<file path="config.mk">
export PLATFORM = sky130hd
export DESIGN_NAME = vga_ship_fetch
export DESIGN_NICKNAME = d
export VERILOG_FILES = /design/src/rtl/vga_pkg.sv /design/src/rtl/vga_rd_pipe.sv /design/src/rtl/vga_ship_fetch.sv
export SDC_FILE = /design/constraint.sdc
export NUM_CORES = 2
export LEC_CHECK = 0
export CORE_ASPECT_RATIO = 1.1
export CORE_UTILIZATION = 35
export DETAILED_ROUTE_END_ITERATION = 8
export GPL_TIMING_DRIVEN = 0
export PLACE_DENSITY_LB_ADDON = 0.08
export SLEW_MARGIN = 5
export SYNTH_ARGS = -nofsm -noshare
export SYNTH_HDL_FRONTEND = slang
export SYNTH_HIERARCHICAL = 1
export SYNTH_SLANG_ARGS = --single-unit
</file>
<file path="constraint.sdc">
create_clock -name clk -period 5.5 [get_ports clk]
set_clock_uncertainty 0.05 [all_clocks]
set_input_delay 1.1 -clock clk [delete_from_list [all_inputs] [get_ports clk]]
set_output_delay 1.1 -clock clk [all_outputs]
set_load 0.05 [all_outputs]
</file>
<file path="src/rtl/vga_pkg.sv">
// Shared VGA-path definitions: fetcher FSM states, display mode encoding, default geometry.
// Latency: none (types and constants only).
// Backpressure: none.
//
// The geometry constants are shared with the renderer so both sides agree on
// how many ship records there are and how wide each one is.
package vga_pkg;

  typedef enum logic [2:0] {
    ST_IDLE   = 3'd0,
    ST_ARMED  = 3'd1,
    ST_ISSUE  = 3'd2,
    ST_DRAIN  = 3'd3,
    ST_COMMIT = 3'd4
  } fetch_state_e;

  typedef enum logic {
    MODE_POS  = 1'b0,
    MODE_EXEC = 1'b1
  } vga_mode_e;

  localparam int VGA_NUM_SHIPS = 11;
  localparam int VGA_DATA_W    = 64;
  localparam int VGA_ADDR_W    = 5;

  // True while reads are being issued or are still in flight.
  function automatic logic in_sweep(input fetch_state_e s);
    return (s == ST_ISSUE) || (s == ST_DRAIN);
  endfunction

endpackage

</file>
<file path="src/rtl/vga_rd_pipe.sv">
// Tracks outstanding memory reads: a RD_LAT-deep shift register of {valid, index}.
// Latency: an entry presented at in_* appears at out_* exactly RD_LAT cycles later.
// Backpressure: none; flush drops every in-flight entry (including the one being presented).
//
// Ports: clk/rst_n (async active-low), flush, in_vld/in_idx (read issued this
// cycle), out_vld/out_idx (matching read data is on the memory bus this cycle).
module vga_rd_pipe #(
  parameter int RD_LAT = 1,
  parameter int ADDR_W = 5
) (
  input  logic              clk,
  input  logic              rst_n,
  input  logic              flush,
  input  logic              in_vld,
  input  logic [ADDR_W-1:0] in_idx,
  output logic              out_vld,
  output logic [ADDR_W-1:0] out_idx
);

  logic [RD_LAT-1:0]             vld_q, vld_d;
  logic [RD_LAT-1:0][ADDR_W-1:0] idx_q, idx_d;

  always_comb begin
    vld_d    = '0;
    idx_d    = idx_q;
    vld_d[0] = in_vld & ~flush;
    idx_d[0] = in_idx;
    for (int i = 1; i < RD_LAT; i++) begin
      vld_d[i] = vld_q[i-1] & ~flush;
      idx_d[i] = idx_q[i-1];
    end
  end

  always_ff @(posedge clk or negedge rst_n) begin
    if (!rst_n) begin
      vld_q <= '0;
      idx_q <= '0;
    end else begin
      vld_q <= vld_d;
      idx_q <= idx_d;
    end
  end

  assign out_vld = vld_q[RD_LAT-1];
  assign out_idx = idx_q[RD_LAT-1];

endmodule

</file>
<file path="src/rtl/vga_ship_fetch.sv">
// Per-frame fetch of NUM_SHIPS ship records into a shadow buffer, committed atomically to ship_data.
// Latency: frame_start to frame_done/ship_data update is NUM_SHIPS + RD_LAT + 1 cycles.
// Backpressure: none; a frame_start during a sweep is dropped and flagged on fetch_overrun.
//
// Ports: clk, resetGeral (async active-low); ready*/jogador* select mode and
// player; frame_start starts a sweep; mem_rd/mem_addr/mem_data talk to the
// selected player's position memory (data RD_LAT cycles after mem_rd);
// jogadorVGA, exibeMapa, ship_data, frame_done, fetch_overrun feed the renderer.
// All outputs are registered.
//
// Build option VGA_SHIP_FETCH_CLEAR_ON_IDLE_EN: when defined, entering IDLE
// zeroes ship_data and the shadow buffer; otherwise the last sweep is kept.
module vga_ship_fetch
  import vga_pkg::*;
#(
  parameter int NUM_SHIPS = VGA_NUM_SHIPS,
  parameter int DATA_W    = VGA_DATA_W,
  parameter int ADDR_W    = VGA_ADDR_W,
  parameter int RD_LAT    = 1
) (
  input  logic                        clk,
  input  logic                        resetGeral,
  input  logic                        readyPosicionandoPecas,
  input  logic                        readyExecutandoJogo,
  input  logic                        jogadorPosicionandoPecas,
  input  logic                        jogadorExecutandoJogo,
  input  logic                        frame_start,
  input  logic [DATA_W-1:0]           mem_data,
  output logic                        mem_rd,
  output logic [ADDR_W-1:0]           mem_addr,
  output logic                        jogadorVGA,
  output logic                        exibeMapa,
  output logic [NUM_SHIPS*DATA_W-1:0] ship_data,
  output logic                        frame_done,
  output logic                        fetch_overrun
);

  localparam int              SHIP_W   = NUM_SHIPS * DATA_W;
  localparam logic [ADDR_W-1:0] LAST_IDX = ADDR_W'(NUM_SHIPS - 1);

`ifdef VGA_SHIP_FETCH_CLEAR_ON_IDLE_EN
  localparam logic CLEAR_ON_IDLE = 1'b1;
`else
  localparam logic CLEAR_ON_IDLE = 1'b0;
`endif

  fetch_state_e      state_q, state_d;
  vga_mode_e         mode_q, mode_d;
  logic              jog_q, jog_d;
  logic              mem_rd_q, mem_rd_d;
  logic [ADDR_W-1:0] mem_addr_q, mem_addr_d;
  logic              exibe_q, exibe_d;
  logic              done_q, done_d;
  logic              ovr_q, ovr_d;
  logic [SHIP_W-1:0] shadow_q, shadow_d;
  logic [SHIP_W-1:0] ship_q, ship_d;

  logic              active_rdy;
  logic              active_jog;
  logic              player_chg;
  logic              last_addr;
  logic              last_cap;
  logic              flush;
  logic              cap_vld;
  logic              cap_en;
  logic [ADDR_W-1:0] cap_idx;

  // Ready/player of whichever mode was latched when we left IDLE.
  assign active_rdy = (mode_q == MODE_POS) ? readyPosicionandoPecas : readyExecutandoJogo;
  assign active_jog = (mode_q == MODE_POS) ? jogadorPosicionandoPecas : jogadorExecutandoJogo;
  assign player_chg = (active_jog != jog_q);
  assign last_addr  = (mem_addr_q == LAST_IDX);
  // The final record is on the bus this cycle, so the commit edge can take it directly.
  assign last_cap   = cap_vld && (cap_idx == LAST_IDX);

  // Read tracker: the registered read strobe/address enter the pipe, so its
  // output lines up with the RD_LAT-delayed memory data.
  vga_rd_pipe #(
    .RD_LAT (RD_LAT),
    .ADDR_W (ADDR_W)
  ) u_rd_pipe (
    .clk     (clk),
    .rst_n   (resetGeral),
    .flush   (flush),
    .in_vld  (mem_rd_q),
    .in_idx  (mem_addr_q),
    .out_vld (cap_vld),
    .out_idx (cap_idx)
  );

  // State register
  always_ff @(posedge clk or negedge resetGeral) begin
    if (!resetGeral) begin
      state_q <= ST_IDLE;
    end else begin
      state_q <= state_d;
    end
  end

  // Next-state logic. Losing the active ready beats everything else; a
  // player change beats starting or finishing a sweep.
  always_comb begin
    state_d = state_q;
    if (state_q == ST_IDLE) begin
      if (readyPosicionandoPecas || readyExecutandoJogo) begin
        state_d = ST_ARMED;
      end
    end else if (!active_rdy) begin
      state_d = ST_IDLE;
    end else begin
      case (state_q)
        ST_ARMED: begin
          if (!player_chg && frame_start) state_d = ST_ISSUE;
        end
        ST_ISSUE: begin
          if (player_chg)     state_d = ST_ARMED;
          else if (last_addr) state_d = ST_DRAIN;
        end
        ST_DRAIN: begin
          if (player_chg)    state_d = ST_ARMED;
          else if (last_cap) state_d = ST_COMMIT;
        end
        ST_COMMIT: state_d = ST_ARMED;
        default:   state_d = ST_IDLE;
      endcase
    end
  end

  // Output / datapath next values, all keyed off the transition being taken.
  always_comb begin
    mode_d     = mode_q;
    jog_d      = jog_q;
    mem_rd_d   = 1'b0;
    mem_addr_d = mem_addr_q;
    exibe_d    = exibe_q;
    done_d     = 1'b0;
    ovr_d      = ovr_q;
    shadow_d   = shadow_q;
    ship_d     = ship_q;

    // Landing in IDLE or ARMED means any reads still in flight belong to an
    // abandoned sweep (after a commit the pipe is already empty).
    flush  = (state_d == ST_IDLE) || (state_d == ST_ARMED);
    cap_en = cap_vld && !flush;

    if (state_q == ST_IDLE && state_d == ST_ARMED) begin
      if (readyPosicionandoPecas) begin
        mode_d = MODE_POS;
        jog_d  = jogadorPosicionandoPecas;
      end else begin
        mode_d = MODE_EXEC;
        jog_d  = jogadorExecutandoJogo;
      end
    end

    // The map on screen belongs to the old player: follow the new one and hide it.
    if (state_q != ST_IDLE && active_rdy && player_chg) begin
      jog_d   = active_jog;
      exibe_d = 1'b0;
    end

    if (state_d == ST_ISSUE) begin
      mem_rd_d   = 1'b1;
      mem_addr_d = (state_q == ST_ISSUE) ? mem_addr_q + 1'b1 : '0;
    end

    if (cap_en) begin
      shadow_d[int'(cap_idx)*DATA_W +: DATA_W] = mem_data;
    end

    if (frame_start && (in_sweep(state_q) || state_q == ST_COMMIT)) begin
      ovr_d = 1'b1;
    end

    // shadow_d already holds the last record captured on this same edge.
    if (state_d == ST_COMMIT) begin
      ship_d  = shadow_d;
      done_d  = 1'b1;
      exibe_d = 1'b1;
    end

    if (state_d == ST_IDLE) begin
      exibe_d = 1'b0;
      ovr_d   = 1'b0;
      if (CLEAR_ON_IDLE && state_q != ST_IDLE) begin
        shadow_d = '0;
        ship_d   = '0;
      end
    end
  end

  always_ff @(posedge clk or negedge resetGeral) begin
    if (!resetGeral) begin
      mode_q     <= MODE_POS;
      jog_q      <= 1'b0;
      mem_rd_q   <= 1'b0;
      mem_addr_q <= '0;
      exibe_q    <= 1'b0;
      done_q     <= 1'b0;
      ovr_q      <= 1'b0;
      shadow_q   <= '0;
      ship_q     <= '0;
    end else begin
      mode_q     <= mode_d;
      jog_q      <= jog_d;
      mem_rd_q   <= mem_rd_d;
      mem_addr_q <= mem_addr_d;
      exibe_q    <= exibe_d;
      done_q     <= done_d;
      ovr_q      <= ovr_d;
      shadow_q   <= shadow_d;
      ship_q     <= ship_d;
    end
  end

  assign mem_rd        = mem_rd_q;
  assign mem_addr      = mem_addr_q;
  assign jogadorVGA    = jog_q;
  assign exibeMapa     = exibe_q;
  assign ship_data     = ship_q;
  assign frame_done    = done_q;
  assign fetch_overrun = ovr_q;

endmodule

</file>
==> flow_summary.yaml <==
outcome:
  outcome: "completed"
timing:
  final-hold-violation-count: 0
  layout_worst_path_cycle_share: 0.937
  max_slew_margin: 0.195
  max_freq_ghz: 0.194
  tightest_slew_ns: 1.21
  setup_viol: 0
  finalMaxSlewViolations: 0
  fin_hold_ws_ns: 0.166
  setup_ws_ns: 0.345
  rsz0062_at_grt: "no"
  period_minus_slack_ns: 5.15
synth:
  ys_ff_latch: 1428
  netlist_area_sq_um: 56700
  avgSynthCellArea_sq_um: 10.2
  syn-num-nets: 5620
  synth_area_leaders: "dfrtp_1 63%, o21ai_0 8.9%, nand2_1 7.3%"
  ys_warn_count: 6
  synthDistinctLibCells: 56
  synth_top_cell_area_share: 0.630
  synth_cells: 5544
  ys_seq_area_frac: 0.630
  yosys.area.top_type: "dfrtp_1"
worst_setup_path:
  startpoint_type: "register"
  cp_common_cell: "buf_2"
  worstPathArrival_ns: 5.75
  cp_max_fo: 19
  path_delay_family: "buffers and inverters"
  crit_chain: "buf_2 > clkbuf_1 > nor2_1 > ha_1 > nor3_1 > nand3_1 > buf_2 > o21ai_1 > buf_2 > o221ai_1"
  cpPeakStageDelay_ns: 0.75
  path_class: "reg -> reg"
  path_buf_inv: 4
  crit_path_end_kind: "register"
  worst_path_max_delay_cell: "o21ai_1"
  required_ns: 6.09
route:
  drc_errors: 0
  dr.pass1.iters: 5
  avgRoutedWirePerCell_um: 29.4
  ant_nets: 0
  vias_per_cell: 5.53
  first_iter_violations: 4392
  via_count: 48200
  drt_wl_total_um: 256000
global_routing:
  grt_overflow_total: 0
  grt_pass1_wl_um: 361000
  grt_start_max_net_pins: 175
  track_usage: 0.310
  antenna_found_initial: 14
  grt_pass1_vias: 48400
placed_design:
  io_buffers: 769
  pre_cts_ws_ns: -0.268
  dp_hpwl_um: 192000
  gp_congestion: 0.925
clock_network:
  clock_path_buffers: 3
  cts_setup_buffers: 0
  cts_tree: "yes"
  htree_levels: 4
  clockRootBuffer: "clkbuf_16"
  path_clk_slew_ns: 0.06
  cts_hold_buf: 0
  clock-sinks: 1428
  numCtsBuffers: 159
  clk_latency_ns: 0.80
finish:
  final_util: 0.452
  drive_above_1_share: 0.0726
  multi_input_area_sq_um: 18300
  regArea_sq_um: 35700
  fillers: 15600
  fin_nets: 6561
  area_growth_pct: 27.9
floorplan:
  ios: 785
  die-height_um: 424
  die_w_um: 386
  start_util: 0.353
  rows: 154
  core_sq_um: 161000
  die_area_sq_um: 164000
power:
  p_per_area_nw_per_um2: 314
  finalPower_mw: 22.8
  leakage_nw: 33.5
  ir_drop_mv: 0.275
worst_hold_path:
  worstHoldPathType: "in -> async"
job:
  cap_viol_max_count: 0
area by class of cell:
cell class | count | area share
Timing Repair Buffer | 781 | 0.110
Antenna cell | 4 | 0.000138
Multi-Input combinational cell | 3440 | 0.252
Clock buffer | 241 | 0.0669
Inverter | 207 | 0.0107
Clock inverter | 35 | 0.00422
Buffer | 468 | 0.0274
Sequential cell | 1428 | 0.492
Tap cell | 2106 | 0.0363
power breakdown:
part / switching [mW] / internal, mW / leakage, nW
registers: 0.0324 / 10.5 / 19.6
logic: 1.26 / 0.269 / 11.4
clock network: 4.47 / 6.20 / 2.56
total: 5.76 / 17.0 / 33.5
final timing paths:
kind	slack, ns	cells past startpoint	to	from
min in group clk	0.41	2	ship_data[449]$_DFFE_PN0P_	shadow_q[449]$_DFF_PN0_
min	0.17	1	ship_data[343]$_DFFE_PN0P_	resetGeral
max reg2reg	0.35	10	ship_data[164]$_DFFE_PN0P_	u_rd_pipe/out_idx[3]$_DFF_PN0_
max	0.35	10	ship_data[164]$_DFFE_PN0P_	u_rd_pipe/out_idx[3]$_DFF_PN0_
max in group asynchronous	1.39	7	ship_data[430]$_DFFE_PN0P_	resetGeral
min reg2reg	0.41	2	ship_data[449]$_DFFE_PN0P_	shadow_q[449]$_DFF_PN0_
through the flow:
step / setup TNS [ns] / cell area, sq um / std cells
2_1_floorplan: 0 / 56700 / 5544
3_3_place_gp: - / 67100 / 8419
3_5_place_dp: -31.64 / 67400 / 8431
4_1_cts: 0 / 72600 / 8707
5_1_grt: 0 / 72600 / 8706
6_report: 0 / 72600 / 8710
worst reg2reg max path, cell delays in order, from the launching register on:
cell	delay (ns)
dfrtp_1	0.36
buf_2	0.47
clkbuf_1	0.55
nor2_1	0.11
ha_1	0.31
nor3_1	0.55
nand3_1	0.73
buf_2	0.48
o21ai_1	0.75
buf_2	0.44
o221ai_1	0.21
what timing repair did:
item,4_1_cts,5_1_grt
cloned,0,0
gates resized for setup,2,0
setup endpoints to repair,23,40
pin swaps,0,0
synthesized netlist by cell type (all sizes together):
master	number
a211o	5
a211oi	1
a21o	65
a21oi	13
a221o	175
a31oi	127
a41oi	1
and2	166
and3	3
and4	3
buf	147
clkbuf	322
dfrtp	1428
ha	5
inv	207
mux2	65
mux2i	2
nand2	1103
nand2b	5
nand3	192
nand4	36
nand4b	2
nor2	171
nor2b	6
nor3	6
nor4	112
nor4b	3
o211ai	24
o21ai	1048
o21bai	1
o221ai	71
o311ai	1
o31ai	5
o41ai	1
or2	5
or3	2
or4	9
or4b	1
xnor2	3
xor2	2
logic make-up (layout without fill, tap and decap cells):
group | count (synthesis) | in the layout | share of synthesized area
XOR/XNOR | 5 | 5 | 0.00117
adder cells (fa/ha/maj) | 5 | 5 | 0.00110
buffers and inverters | 676 | 1732 | 0.0487
AO/OA/AOI/OAI | 1538 | 1538 | 0.163
multiplexers | 67 | 67 | 0.0135
flip-flops | 1428 | 1428 | 0.630
other | 0 | 4 | 0
AND/OR/NAND/NOR | 1825 | 1825 | 0.142
metal layers:
metal,share of wire,vias up,global-route usage
met1,0.40,24700,0.391
met5,0.00017,-,0
met3,0.083,485,0.0868
li1,-,21000,-
met4,0.050,6,0.141
met2,0.46,2002,0.492
sequential cells by signal (all words and copies together), names as in the netlist:
register,count
shadow_q,704
frame_done,1
jogadorVGA,1
mem_rd,1
mode_q,1
mem_addr,5
fetch_overrun,1
ship_data,704
state_q,3
exibeMapa,1
u_rd_pipe/out_idx,5
u_rd_pipe/out_vld,1
cell usage in the layout (no fill, tap or decap), types with 108 or more instances in the layout:
master and n:
o21ai_0 1007, clkbuf_16 164, nand2_1 1103, nor2_1 171, dfrtp_1 1428, clkbuf_1 343, clkdlybuf4s50_1 768, a221o_1 175
a31oi_1 124, nand3_1 191, and2_1 149, inv_1 206, nor4_1 108, buf_2 115
Power figures use the tool's default switching activity.
